<file path="src/rtl/capture_ctrl_pkg.sv">
// rtl/capture_ctrl_pkg.sv - shared state encodings and slope constants for the capture front end
package capture_ctrl_pkg;

    localparam logic [2:0] ST_IDLE    = 3'd0;
    localparam logic [2:0] ST_ARMED   = 3'd1;
    localparam logic [2:0] ST_CAPTURE = 3'd2;
    localparam logic [2:0] ST_DRAIN   = 3'd3;
    localparam logic [2:0] ST_DONE    = 3'd4;

    localparam logic SLOPE_RISE = 1'b1;
    localparam logic SLOPE_FALL = 1'b0;

    // Acquisition is in flight from arm until the final write has been observed.
    function automatic logic state_busy(input logic [2:0] st);
        return (st == ST_ARMED) || (st == ST_CAPTURE) || (st == ST_DRAIN);
    endfunction

endpackage

</file>
<file path="src/rtl/capture_ctrl_if.sv">
// rtl/capture_ctrl_if.sv - config, sample input and FIFO write-side bundle for capture_ctrl
interface capture_ctrl_if #(
    parameter int DATA_W = 8,
    parameter int CNT_W  = 9,
    parameter int DEC_W  = 8
);
    logic              arm_i;
    logic [DATA_W-1:0] level_i;
    logic              slope_i;
    logic [DEC_W-1:0]  decim_i;
    logic [CNT_W-1:0]  length_i;
    logic              force_i;
    logic [DATA_W-1:0] sample_i;
    logic              sample_valid_i;
    logic              fifo_full_i;
    logic              wr_inc_o;
    logic [DATA_W-1:0] wr_data_o;
    logic              busy_o;
    logic              done_o;
    logic              overflow_o;
    logic [2:0]        state_o;

    modport slave (
        input  arm_i, level_i, slope_i, decim_i, length_i, force_i,
        input  sample_i, sample_valid_i, fifo_full_i,
        output wr_inc_o, wr_data_o, busy_o, done_o, overflow_o, state_o
    );

    modport master (
        output arm_i, level_i, slope_i, decim_i, length_i, force_i,
        output sample_i, sample_valid_i, fifo_full_i,
        input  wr_inc_o, wr_data_o, busy_o, done_o, overflow_o, state_o
    );

endinterface

</file>
<file path="src/rtl/capture_ctrl_trig_detect.sv">
// rtl/capture_ctrl_trig_detect.sv - previous-sample register and level/slope edge compare
module trig_detect
    import capture_ctrl_pkg::*;
#(
    parameter int DATA_W = 8
) (
    input  logic              clk,
    input  logic              rst_n,
    input  logic              clr,
    input  logic              load,
    input  logic              force_trig,
    input  logic [DATA_W-1:0] cur,
    input  logic [DATA_W-1:0] level,
    input  logic              slope,
    output logic              trig
);

    logic [DATA_W-1:0] prev;
    logic              prev_valid;
    logic              rise_hit;
    logic              fall_hit;
    logic              edge_hit;

    always_ff @(posedge clk or negedge rst_n) begin
        if (!rst_n) begin
            prev       <= '0;
            prev_valid <= 1'b0;
        end else if (clr) begin
            prev       <= '0;
            prev_valid <= 1'b0;
        end else if (load) begin
            // On a trigger the owner leaves ARMED, so updating prev then is harmless.
            prev       <= cur;
            prev_valid <= 1'b1;
        end
    end

    assign rise_hit = (prev < level) && (cur >= level);
    assign fall_hit = (prev > level) && (cur <= level);
    assign edge_hit = (slope == SLOPE_RISE) ? rise_hit : fall_hit;
    assign trig     = load && (force_trig || (prev_valid && edge_hit));

endmodule

</file>
<file path="src/rtl/capture_ctrl.sv">
// rtl/capture_ctrl.sv - decimating edge-triggered capture that streams a fixed-length burst into the FIFO
module capture_ctrl
    import capture_ctrl_pkg::*;
#(
    parameter int DATA_W = 8,
    parameter int CNT_W  = 9,
    parameter int DEC_W  = 8
) (
    input  logic            clk_i,
    input  logic            rst_i,
    capture_ctrl_if.slave   bus
);

    logic [2:0]        state;
    logic [DATA_W-1:0] level_q;
    logic              slope_q;
    logic [DEC_W-1:0]  decim_q;
    logic [CNT_W-1:0]  length_q;
    logic [DEC_W-1:0]  dec_cnt;
    logic [CNT_W-1:0]  issue_cnt;
    logic [CNT_W-1:0]  issue_next;
    logic              last_issue;
    logic              wr_inc;
    logic [DATA_W-1:0] wr_data;
    logic              overflow;
    logic              acquiring;
    logic              take;
    logic              trig;

    assign acquiring  = (state == ST_ARMED) || (state == ST_CAPTURE);
    assign take       = acquiring && bus.sample_valid_i && (dec_cnt == '0) && !bus.arm_i;
    // length 0 encodes a full 2**CNT_W burst through natural counter wrap.
    assign issue_next = issue_cnt + 1'b1;
    assign last_issue = (issue_next == length_q);

    trig_detect #(
        .DATA_W (DATA_W)
    ) u_trig (
        .clk        (clk_i),
        .rst_n      (rst_i),
        .clr        (bus.arm_i),
        .load       (take && (state == ST_ARMED)),
        .force_trig (bus.force_i),
        .cur        (bus.sample_i),
        .level      (level_q),
        .slope      (slope_q),
        .trig       (trig)
    );

    always_ff @(posedge clk_i or negedge rst_i) begin
        if (!rst_i) begin
            dec_cnt <= '0;
        end else if (bus.arm_i) begin
            dec_cnt <= '0;
        end else if (acquiring && bus.sample_valid_i) begin
            dec_cnt <= (dec_cnt == decim_q) ? '0 : dec_cnt + 1'b1;
        end
    end

    always_ff @(posedge clk_i or negedge rst_i) begin
        if (!rst_i) begin
            state     <= ST_IDLE;
            level_q   <= '0;
            slope_q   <= 1'b0;
            decim_q   <= '0;
            length_q  <= '0;
            issue_cnt <= '0;
            wr_inc    <= 1'b0;
            wr_data   <= '0;
            overflow  <= 1'b0;
        end else begin
            wr_inc <= 1'b0;
            if (wr_inc && bus.fifo_full_i) begin
                overflow <= 1'b1;
            end
            if (bus.arm_i) begin
                state     <= ST_ARMED;
                level_q   <= bus.level_i;
                slope_q   <= bus.slope_i;
                decim_q   <= bus.decim_i;
                length_q  <= bus.length_i;
                issue_cnt <= '0;
                overflow  <= 1'b0;
            end else begin
                case (state)
                    ST_ARMED: begin
                        if (trig) begin
                            wr_inc    <= 1'b1;
                            wr_data   <= bus.sample_i;
                            issue_cnt <= issue_next;
                            state     <= last_issue ? ST_DRAIN : ST_CAPTURE;
                        end
                    end
                    ST_CAPTURE: begin
                        if (take) begin
                            wr_inc    <= 1'b1;
                            wr_data   <= bus.sample_i;
                            issue_cnt <= issue_next;
                            if (last_issue) begin
                                state <= ST_DRAIN;
                            end
                        end
                    end
                    ST_DRAIN: state <= ST_DONE;
                    ST_IDLE, ST_DONE: state <= state;
                    default: state <= ST_IDLE;
                endcase
            end
        end
    end

    assign bus.wr_inc_o   = wr_inc;
    assign bus.wr_data_o  = wr_data;
    assign bus.busy_o     = state_busy(state);
    assign bus.done_o     = (state == ST_DONE);
    assign bus.overflow_o = overflow;
    assign bus.state_o    = state;

endmodule

</file>
<file path="src/flat_wrapper.sv">
// flat-port wrapper written by rule: the top's interface ports become plain ports
module capture_ctrl_flat import capture_ctrl_pkg::*;
#(
    parameter int DATA_W = 8,
    parameter int CNT_W  = 9,
    parameter int DEC_W  = 8
)
  (clk_i, rst_i, bus_arm_i, bus_level_i, bus_slope_i, bus_decim_i, bus_length_i, bus_force_i, bus_sample_i, bus_sample_valid_i, bus_fifo_full_i, bus_wr_inc_o, bus_wr_data_o, bus_busy_o, bus_done_o, bus_overflow_o, bus_state_o);
  capture_ctrl_if #(.DATA_W(DATA_W), .CNT_W(CNT_W), .DEC_W(DEC_W)) bus_i ();
  input  logic clk_i;
  input  logic rst_i;
  input wire logic [$bits(bus_i.arm_i)-1:0] bus_arm_i;
  input wire logic [$bits(bus_i.level_i)-1:0] bus_level_i;
  input wire logic [$bits(bus_i.slope_i)-1:0] bus_slope_i;
  input wire logic [$bits(bus_i.decim_i)-1:0] bus_decim_i;
  input wire logic [$bits(bus_i.length_i)-1:0] bus_length_i;
  input wire logic [$bits(bus_i.force_i)-1:0] bus_force_i;
  input wire logic [$bits(bus_i.sample_i)-1:0] bus_sample_i;
  input wire logic [$bits(bus_i.sample_valid_i)-1:0] bus_sample_valid_i;
  input wire logic [$bits(bus_i.fifo_full_i)-1:0] bus_fifo_full_i;
  output wire logic [$bits(bus_i.wr_inc_o)-1:0] bus_wr_inc_o;
  output wire logic [$bits(bus_i.wr_data_o)-1:0] bus_wr_data_o;
  output wire logic [$bits(bus_i.busy_o)-1:0] bus_busy_o;
  output wire logic [$bits(bus_i.done_o)-1:0] bus_done_o;
  output wire logic [$bits(bus_i.overflow_o)-1:0] bus_overflow_o;
  output wire logic [$bits(bus_i.state_o)-1:0] bus_state_o;
  assign bus_i.arm_i = bus_arm_i;
  assign bus_i.level_i = bus_level_i;
  assign bus_i.slope_i = bus_slope_i;
  assign bus_i.decim_i = bus_decim_i;
  assign bus_i.length_i = bus_length_i;
  assign bus_i.force_i = bus_force_i;
  assign bus_i.sample_i = bus_sample_i;
  assign bus_i.sample_valid_i = bus_sample_valid_i;
  assign bus_i.fifo_full_i = bus_fifo_full_i;
  assign bus_wr_inc_o = bus_i.wr_inc_o;
  assign bus_wr_data_o = bus_i.wr_data_o;
  assign bus_busy_o = bus_i.busy_o;
  assign bus_done_o = bus_i.done_o;
  assign bus_overflow_o = bus_i.overflow_o;
  assign bus_state_o = bus_i.state_o;
  capture_ctrl #(.DATA_W(DATA_W), .CNT_W(CNT_W), .DEC_W(DEC_W)) u_core (.clk_i(clk_i), .rst_i(rst_i), .bus(bus_i));
endmodule
</file>
<file path="config.mk">
export PLATFORM = sky130hd
export DESIGN_NAME = capture_ctrl_flat
export DESIGN_NICKNAME = d
export VERILOG_FILES = /design/src/rtl/capture_ctrl_pkg.sv /design/src/rtl/capture_ctrl_if.sv /design/src/rtl/capture_ctrl_trig_detect.sv /design/src/rtl/capture_ctrl.sv /design/src/flat_wrapper.sv
export SDC_FILE = /design/constraint.sdc
export NUM_CORES = 1
export LEC_CHECK = 0
export BUFFER_PORTS_ARGS = -buffer_cell sky130_fd_sc_hd__buf_2
export CAP_MARGIN = 20
export CORE_MARGIN = 3
export CORE_UTILIZATION = 30
export DETAILED_ROUTE_END_ITERATION = 7
export GPL_ROUTABILITY_DRIVEN = 1
export MAX_ROUTING_LAYER = met4
export PLACE_DENSITY = 0.56
export SYNTH_ARGS = -nofsm -noshare
export SYNTH_HDL_FRONTEND = slang
export SYNTH_SLANG_ARGS = --single-unit
</file>
<file path="constraint.sdc">
create_clock -name clk_i -period 3 [get_ports clk_i]
set_input_delay 0.3 -clock clk_i [delete_from_list [all_inputs] [get_ports clk_i]]
set_output_delay 0.3 -clock clk_i [all_outputs]
set_load 0.02 [all_outputs]
</file>
==> flow_summary.json <==
{
  "cp_slowest_cell": "nor2_4",
  "crit_path_max_incr_delay_ns": 0.40,
  "irDropWorstVdd_mv": 0.375,
  "path_class": "reg2reg",
  "fin_hold_ws_ns": 0.0357,
  "min_path_type": "in2async",
  "firstDrtPassIters": 4,
  "worstPathMaxFanout": 14,
  "row_count": 39,
  "postRouteAntennaNets": 0,
  "synth_largest_area_cell": "dfrtp_1",
  "fp.dieH_um": 115,
  "route.detailed.drc": 0,
  "cts_tree": "done",
  "start_util_pct": 30.9,
  "outcome": "complete, no violations",
  "crit_start": "u_core.level_q[5]$_DFFE_PN0P_",
  "synth-seq-cells": 65,
  "grt_pass1_vias": 2813,
  "cp-end-kind": "flop",
  "nets": 460,
  "setup_violations": 0,
  "avgSynthCellArea_um2": 10.4,
  "relSlewSlack_pct": 51.6,
  "synth_edf_count": 0,
  "clock.fmax_mhz": 396,
  "cts_made_buffers": 9,
  "yosys.cell_count.top_type": "dfrtp_1",
  "cts_root_buffer": "clkbuf_16",
  "skew_ns": 0.00781,
  "reg2reg_slack_ns": 0.47,
  "synth.distinct_cells": 50,
  "cts_setup_buffers": 0,
  "track_usage_pct": 13.4,
  "path_common_cell": "nor2_1",
  "wl_per_cell_um": 14.2,
  "r2r_start": "u_core.level_q[5]$_DFFE_PN0P_",
  "ctsResizeCount": 0,
  "dp_hpwl_um": 5670,
  "ys_top_cells_by_count": "dfrtp_1, o21ai_0, nor2_1, mux2_2, nand2_1",
  "area_growth_pct": 20.9,
  "async_reset_ff_share_pct": 100,
  "viasPerCell": 4.78,
  "r2r_cells": 9,
  "syn_area_um2": 3550,
  "via_count": 2617,
  "fin_tns_setup_ns": 0,
  "utilization_pct": 37.4,
  "grt-ovfl-total": 0,
  "synth_top_flop_cell": "dfrtp_1",
  "clk_pin_slew_worst_paths_ns": 0.05,
  "die_x_um": 115,
  "core_area_um2": 11500,
  "ys_seq_area_share_pct": 45.9,
  "htree_levels": 3,
  "layout-drive-gt1-share_pct": 26.7,
  "io_pins": 55,
  "cp.required_ns": 3.21,
  "cts_buffer_depth": 2,
  "synth_area_leaders": "dfrtp_1, mux2_2, ha_1",
  "grt_max_degree": 60,
  "synthCells": 342,
  "insertion_delay_ns": 0.33,
  "io_buffers": 54,
  "fin_crit_ns": 2.53,
  "path_cells": "inv_1 > ha_1 > a211oi_1 > nor2_1 > nor2_1 > and4_1 > o31ai_4 > nor2_4 > mux2_2",
  "ys_warn_count": 0,
  "diodes": 0,
  "powerDensity_nw_per_um2": 623,
  "cts_sinks": 65,
  "p_leak_nw": 1.98,
  "maxCapViolCount": 0,
  "drt_iter0_drc": 119,
  "syn_nets": 401,
  "yosysTopAreaCellShare_pct": 45.9,
  "grt_pass1_wl_um": 13500,
  "postCtsHoldBufs": 0,
  "critical_path_arrival_ns": 2.73,
  "wirelength_um": 7780,
  "die_area_um2": 13200,
  "hold_viol_final": 0,
  "antenna_found_initial": 0,
  "slew_violations": 0,
  "worstMarginPinSlew_ns": 0.727,
  "min_period_over_period_pct": 84.2,
  "critPathLaunchType": "flop",
  "rsz0062_at_grt": "no",
  "gp_congestion": 0.902
}
[per-stage QoR]
step / setup slack [ns] / cells / power, mW / area (um2)
detailed placement: 0.456 / 533 / 1.66 / 3990
global route: 0.212 / 548 / 2.84 / 4290
global placement: 0.529 / 533 / 1.64 / 3990
finish: 0.473 / 548 / 2.67 / 4290
CTS: 0.448 / 548 / 2.72 / 4290
floorplan: 0.696 / 342 / 1.46 / 3550
[kinds of logic after synthesis]
group / count (synthesis) / share of synthesized area (%)
xor+xnor: 27 / 6.67
fa+ha+maj: 19 / 6.70
mux: 28 / 9.28
compound gates: 61 / 11.0
buf+inv: 26 / 3.10
simple gates: 116 / 17.4
flops: 65 / 45.9
[critical path, delay by kind of cell (launching register included)]
family	cells	cell delay (ns)
AND/OR/NAND/NOR	4	0.95
multiplexers	1	0.39
flip-flops	1	0.36
AO/OA/AOI/OAI	2	0.36
adder cells (fa/ha/maj)	1	0.25
buffers and inverters	1	0.09
[registers in the layout (all words and copies together) (netlist names)]
name,cells
u_core.u_trig.prev_valid,1
u_core.bus.state_o,3
u_core.decim_q,8
u_core.dec_cnt,8
u_core.length_q,9
u_core.issue_cnt,9
u_core.slope_q,1
u_core.bus.overflow_o,1
u_core.bus.wr_inc_o,1
u_core.level_q,8
u_core.bus.wr_data_o,8
u_core.u_trig.prev,8
[where the power goes]
| part | internal (mW) | total, mW | switching, mW |
|---|---|---|---|
| clock network | 0.680 | 1.04 | 0.358 |
| logic | 0.259 | 0.569 | 0.310 |
| registers | 0.993 | 1.06 | 0.0711 |
[layout by cell type (no fill, tap or decap), types with 13 or more instances in the layout]
master	n
dfrtp_1	65
buf_2	54
o21ai_0	31
nor2_1	27
nand2_1	23
mux2_2	23
ha_1	19
inv_1	15
xnor2_1	14
nand2b_1	14
xor2_1	13
[metal layers]
metal  GRT usage (%)  share of wire (%)
met5               -                  0
met4            3.52                1.1
met3            4.63                5.0
met2            20.6                 46
met1            16.8                 48
[worst paths after layout]
check                                                            to
worst max-delay path            u_core.bus.wr_data_o[2]$_DFFE_PN0P_
worst min-delay path              u_core.bus.overflow_o$_DFFE_PN0P_
worst max register to register  u_core.bus.wr_data_o[2]$_DFFE_PN0P_
worst min register to register    u_core.bus.overflow_o$_DFFE_PN0P_
max in group asynchronous             u_core.level_q[2]$_DFFE_PN0P_
min in group clk_i                    u_core.level_q[6]$_DFFE_PN0P_
[area by class of cell]
| class | count | area [um2] |
|---|---|---|
| well taps | 143 | 179 |
| flip-flops and latches | 65 | 1630 |
| clock buffers | 12 | 256 |
| inverters | 15 | 56.3 |
| repair buffers | 59 | 320 |
| fillers | 1154 | 7180 |
| multi-input cells | 251 | 1810 |
| clock inverters | 3 | 40.0 |
Power figures use the tool's default switching activity.
